$ cat src/rtl/led_mode_sequencer.sv
// Four-mode LED sequencer: debounced mode button steps RUN -> HOLD -> CHASE -> BLINK
// and drives the enable/clear controls of an external free-running counter.
`timescale 1ns/1ps
module led_mode_sequencer #(
    parameter int unsigned EXT_CLOCK_FREQ  = 50000000,
    parameter int unsigned DEBOUNCE_CYCLES = 1000000,
    parameter int unsigned TICK_DIV        = 12500000
) (
    input  logic        EXTCLK,
    input  logic [1:0]  KEY_n,
    input  logic [31:0] cnt_value,
    output logic        cnt_en,
    output logic        cnt_clr,
    output logic [7:0]  LEDG,
    output logic [1:0]  mode
);

    localparam int unsigned DW = (DEBOUNCE_CYCLES > 1) ? $clog2(DEBOUNCE_CYCLES) : 1;
    localparam int unsigned TW = (TICK_DIV > 1) ? $clog2(TICK_DIV) : 1;
    localparam logic [DW-1:0] DEB_LAST  = DW'(DEBOUNCE_CYCLES - 1);
    localparam logic [TW-1:0] TICK_LAST = TW'(TICK_DIV - 1);
    // Clock frequency documents the intended tick rate only.
    localparam int unsigned unused_clk_freq = EXT_CLOCK_FREQ;

    typedef enum logic [1:0] {
        RUN   = 2'b00,
        HOLD  = 2'b01,
        CHASE = 2'b10,
        BLINK = 2'b11
    } state_t;

    logic          rst_n;
    logic          key_meta, key_sync, key_deb;
    logic [DW-1:0] deb_cnt;
    logic          press;
    logic [TW-1:0] tick_cnt;
    logic          tick;
    state_t        state, state_nxt;
    logic [7:0]    led_nxt, snap, snap_nxt;
    logic          en_nxt, clr_nxt;
    logic          unused_cnt_bits;

    assign rst_n           = KEY_n[0];
    assign unused_cnt_bits = ^cnt_value[23:0];

    always_ff @(posedge EXTCLK or negedge rst_n) begin
        if (!rst_n) begin
            key_meta <= 1'b1;
            key_sync <= 1'b1;
        end else begin
            key_meta <= KEY_n[1];
            key_sync <= key_meta;
        end
    end

    // Level is accepted only after DEBOUNCE_CYCLES consecutive differing samples.
    always_ff @(posedge EXTCLK or negedge rst_n) begin
        if (!rst_n) begin
            key_deb <= 1'b1;
            deb_cnt <= '0;
            press   <= 1'b0;
        end else begin
            press <= 1'b0;
            if (key_sync == key_deb) begin
                deb_cnt <= '0;
            end else if (deb_cnt == DEB_LAST) begin
                key_deb <= key_sync;
                deb_cnt <= '0;
                press   <= ~key_sync;
            end else begin
                deb_cnt <= deb_cnt + 1'b1;
            end
        end
    end

    assign tick = (tick_cnt == TICK_LAST);

    always_ff @(posedge EXTCLK or negedge rst_n) begin
        if (!rst_n) begin
            tick_cnt <= '0;
        end else if (press || tick) begin
            tick_cnt <= '0;
        end else begin
            tick_cnt <= tick_cnt + 1'b1;
        end
    end

    always_ff @(posedge EXTCLK or negedge rst_n) begin
        if (!rst_n) begin
            state   <= RUN;
            LEDG    <= '0;
            cnt_en  <= 1'b0;
            cnt_clr <= 1'b0;
            snap    <= '0;
        end else begin
            state   <= state_nxt;
            LEDG    <= led_nxt;
            cnt_en  <= en_nxt;
            cnt_clr <= clr_nxt;
            snap    <= snap_nxt;
        end
    end

    // A press wins over a coincident tick: the tick is simply not applied.
    always_comb begin
        state_nxt = state;
        led_nxt   = LEDG;
        snap_nxt  = snap;
        en_nxt    = 1'b0;
        clr_nxt   = 1'b0;
        case (state)
            RUN: begin
                led_nxt = cnt_value[31:24];
                if (press) begin
                    state_nxt = HOLD;
                    snap_nxt  = cnt_value[31:24];
                end else begin
                    en_nxt = 1'b1;
                end
            end
            HOLD: begin
                if (press) begin
                    state_nxt = CHASE;
                    led_nxt   = 8'h01;
                end else begin
                    led_nxt = snap;
                end
            end
            CHASE: begin
                if (press) begin
                    state_nxt = BLINK;
                    led_nxt   = 8'hFF;
                end else if (tick) begin
                    led_nxt = {LEDG[6:0], LEDG[7]};
                end
            end
            BLINK: begin
                if (press) begin
                    state_nxt = RUN;
                    clr_nxt   = 1'b1;
                    en_nxt    = 1'b1;
                    led_nxt   = cnt_value[31:24];
                end else if (tick) begin
                    led_nxt = ~LEDG;
                end
            end
        endcase
    end

    assign mode = state;

endmodule

$ cat config.mk
export PLATFORM = sky130hd
export DESIGN_NAME = led_mode_sequencer
export DESIGN_NICKNAME = d
export VERILOG_FILES = /design/src/rtl/led_mode_sequencer.sv
export SDC_FILE = /design/constraint.sdc
export NUM_CORES = 1
export LEC_CHECK = 0
export BUFFER_PORTS_ARGS = -buffer_cell sky130_fd_sc_hd__buf_2
export CAP_MARGIN = 20
export CORE_ASPECT_RATIO = 2
export CORE_MARGIN = 2
export CORE_UTILIZATION = 55
export DETAILED_ROUTE_END_ITERATION = 8
export GPL_ROUTABILITY_DRIVEN = 0
export PLACE_DENSITY_LB_ADDON = 0.15
export SLEW_MARGIN = 20
export SYNTH_ARGS = -nofsm -noshare
export SYNTH_HDL_FRONTEND = slang
export SYNTH_SLANG_ARGS = --single-unit
$ cat constraint.sdc
create_clock -name EXTCLK -period 3.28 [get_ports EXTCLK]
set_input_delay 0.164 -clock EXTCLK [delete_from_list [all_inputs] [get_ports EXTCLK]]
set_output_delay 0.164 -clock EXTCLK [all_outputs]
set_load 0.01 [all_outputs]
==> flow_metrics.tcl <==
set metrics [dict create \
    grt_pass1_vias 2856 \
    crit_type "register to register" \
    wl_met2_mm 4.24 \
    place_hpwl_mm 5.37 \
    comb_power_share_pct 3.3 \
    worstHoldPathCells 2 \
    grt_pass1_wl_mm 12.8 \
    swShare_pct 20.8 \
    clock_path_buffers 2 \
    ir_drop_uv 434 \
    period_minus_slack_ps 2220 \
    reg2reg_from "tick_cnt[5]$_DFF_PN0_" \
    fill_cells 545 \
    stdcell_count 479 \
    hp-start "cnt_value[29]" \
    syn_nets 405 \
    tightest_slew_ps 851 \
    syn_inst 363 \
    clockRootBuffer "clkbuf_16" \
    synth_compound_area_share_pct 13.9 \
    synth-edff-count 0 \
    reg2reg_depth 4 \
    required_ps 3490 \
    endpoint_kind "register" \
    numCtsBuffers 9 \
    grt_usage_pct 23.9 \
    setup_viol 0 \
    hold_end "snap[5]$_DFFE_PN0P_" \
    power_density_nw_per_um2 447 \
    cts_hold_buffers 2 \
    die_w_um 60.8 \
    antenna_cells 0 \
    cts_resized 0 \
    yosysSeqAreaShare_pct 48.1 \
    htreeDepth 3 \
    core_um2 6260 \
    first_pass_iters 4 \
    ys_ff_latch 68 \
    status "finished clean" \
    grt_max_degree 37 \
    cts_tree "yes" \
    power_switching_uw 376 \
    seqPwrFrac_pct 48.1 \
    hp-class "primary input to register" \
    worstPathMaxFanout 9 \
    max_freq_mhz 451 \
    numPortBuffers 22 \
    grt-ovfl-total 0 \
    setup_tns_ps 0 \
    fin_nets 430 \
    top_layer "met4" \
    synth_area_um2 3550 \
    wire_per_inst_um 15.7 \
    leakagePower_uw 0.00161 \
    arrival_ps 2420 \
    ant_nets 0 \
    via_per_inst 5.90 \
    reg2reg_slack_ps 1060 \
    post-cts-setup-buffers 0 \
    synthFlopType "dfrtp_1" \
    synth.distinct_cells 39 \
    async_reset_ff_share_pct 100 \
    dieArea_um2 7150 \
    drt_iter0_markers 150 \
    start_util_pct 56.7 \
    startpoint "tick_cnt[5]$_DFF_PN0_" \
    synth_xor_area_share_pct 6.42 \
    synthSimpleGateAreaFrac_pct 22.5 \
    path_clk_slew_ps 60 \
    syn_to_final_growth_pct 13.8 \
    p_int_uw 1430 \
    yosys_warnings 0 \
    final_max_slew_viol_count 0 \
    cts.sinks 68 \
    hold_viol_final 0 \
    rsz0062_at_grt "false" \
    crit-reg2reg-capture "LEDG[0]$_DFFE_PN0P_" \
    max_slew_margin_pct 43.3 \
    dp.cells 461 \
    drive_gt1_share_pct 16.0 \
    cp-start-kind "register" \
    finalClockSkew_ps 10.0 \
    post-route-period-util_pct 67.5 \
    route.detailed.drc 0 \
    synthMuxAreaShare_pct 3.81 \
    clk_latency_ps 330 \
    synthAdderAreaFrac_pct 2.47 \
    synth_top_family_by_area "simple AND/OR/NAND/NOR gates" \
    std_cell_rows 41 \
    max-cap-violations 0 \
    num_io_pins 47 \
    p_clk_share_pct 48.6 \
    met1_length_mm 2.86 \
    wl_met3_um 154 \
    wirelength_mm 7.54 \
    num_vias 2825 \
    die_h_um 118 \
    antenna_found_initial 0 \
    avgSynthCellArea_um2 9.77 \
]
## metal layers
layer | GRT usage, % | vias to the layer above
met5 | 0 | -
met4 | 14.4 | 0
met3 | 4.51 | 19
met2 | 40.9 | 46
met1 | 25.5 | 1400
li1 | - | 1360
## per-stage QoR
stage | area [µm²] | power (µW) | hold WS, ps | utilization (%) | setup slack (ps)
floorplan | 3550 | 901 | -132 | - | 1240
global placement | 3740 | 939 | 269 | 59.8 | 1080
detailed placement | 3740 | 941 | 271 | 59.8 | 1070
CTS | 4040 | 1830 | 67.2 | 64.5 | 1070
global route | 4040 | 1880 | 81.5 | 64.5 | 964
finish | 4040 | 1810 | 75.3 | 64.5 | 1060
## sequential cells by signal, summed over array words and instances, names as in the netlist
register and flops:
cnt_en 1, tick_cnt 24, snap 8, key_meta 1
key_sync 1, key_deb 1, deb_cnt 20, mode 2
LEDG 8, press 1, cnt_clr 1
## cell usage after synthesis, drive strengths merged, types with 4 or more instances
master	n	area, µm²
nand2	36	135
o21ai	14	70.1
xnor2	13	114
nand4	11	68.8
nand2b	8	50.1
or2	4	25.0
or4	11	82.6
xor2	13	114
or3	7	43.8
nor4	8	65.1
ha	7	87.6
a21oi	18	90.1
clkbuf	11	41.3
a21o	16	128
a31oi	7	43.8
mux2	12	135
and4	6	53.8
buf	4	25.0
nor2	32	120
nand3	13	65.1
nor3	8	40.0
inv	9	33.8
o31ai	11	82.6
dfrtp	65	1630
a211oi	7	52.6
## cell families after synthesis
group | count (synthesis)
AO/OA/AOI/OAI | 76
XOR/XNOR | 26
adder cells (fa/ha/maj) | 7
buffers and inverters | 24
flip-flops | 68
multiplexers | 12
AND/OR/NAND/NOR | 150
## how the worst max path moves through the flow
stage,end,slack [ps],cells past startpoint
after global placement,LEDG[0]$_DFFE_PN0P_,1080,4
after floorplan,LEDG[0]$_DFFE_PN0P_,1240,4
final,LEDG[0]$_DFFE_PN0P_,1060,4
after detailed placement,LEDG[0]$_DFFE_PN0P_,1070,4
after global routing,deb_cnt[18]$_DFF_PN0_,960,5
after CTS,LEDG[0]$_DFFE_PN0P_,1070,4
## power groups by stage
stage	combinational (µW)	clock, µW	sequential (µW)
2_1_floorplan	20.0	0	881
3_3_place_gp	57.6	0	881
3_5_place_dp	59.1	0	882
4_1_cts	61.2	897	868
5_1_grt	68.1	938	869
6_report	59.3	878	868
## critical path, stage by stage, from the launching register on
cell and delay (ps):
dfrtp_1 450, or4b_4 550, nor4_4 520, a21o_4 250, mux2_1 330
## cell usage in the layout, fill, tap and decap left out, drive strengths merged, types with 8 or more instances in the layout
master / synthesis / final
a21o: 16 / 16
a21oi: 18 / 18
buf: 4 / 27
clkbuf: 11 / 14
dfrtp: 65 / 65
inv: 9 / 9
mux2: 12 / 12
nand2: 36 / 36
nand2b: 8 / 8
nand3: 13 / 13
nand4: 11 / 11
nor2: 32 / 32
nor3: 8 / 8
nor4: 8 / 8
o21ai: 14 / 14
o31ai: 11 / 11
or4: 11 / 11
xnor2: 13 / 13
xor2: 13 / 13
## area by class of cell
type | instances | area (µm²) | share of cell area [%]
well taps | 86 | 108 | 2.67
clock inverters | 2 | 10.0 | 0.248
flip-flops and latches | 68 | 1710 | 42.3
inverters | 9 | 33.8 | 0.837
clock buffers | 14 | 264 | 6.54
repair buffers | 29 | 168 | 4.16
multi-input cells | 271 | 1750 | 43.3
Power figures use the tool's default switching activity.
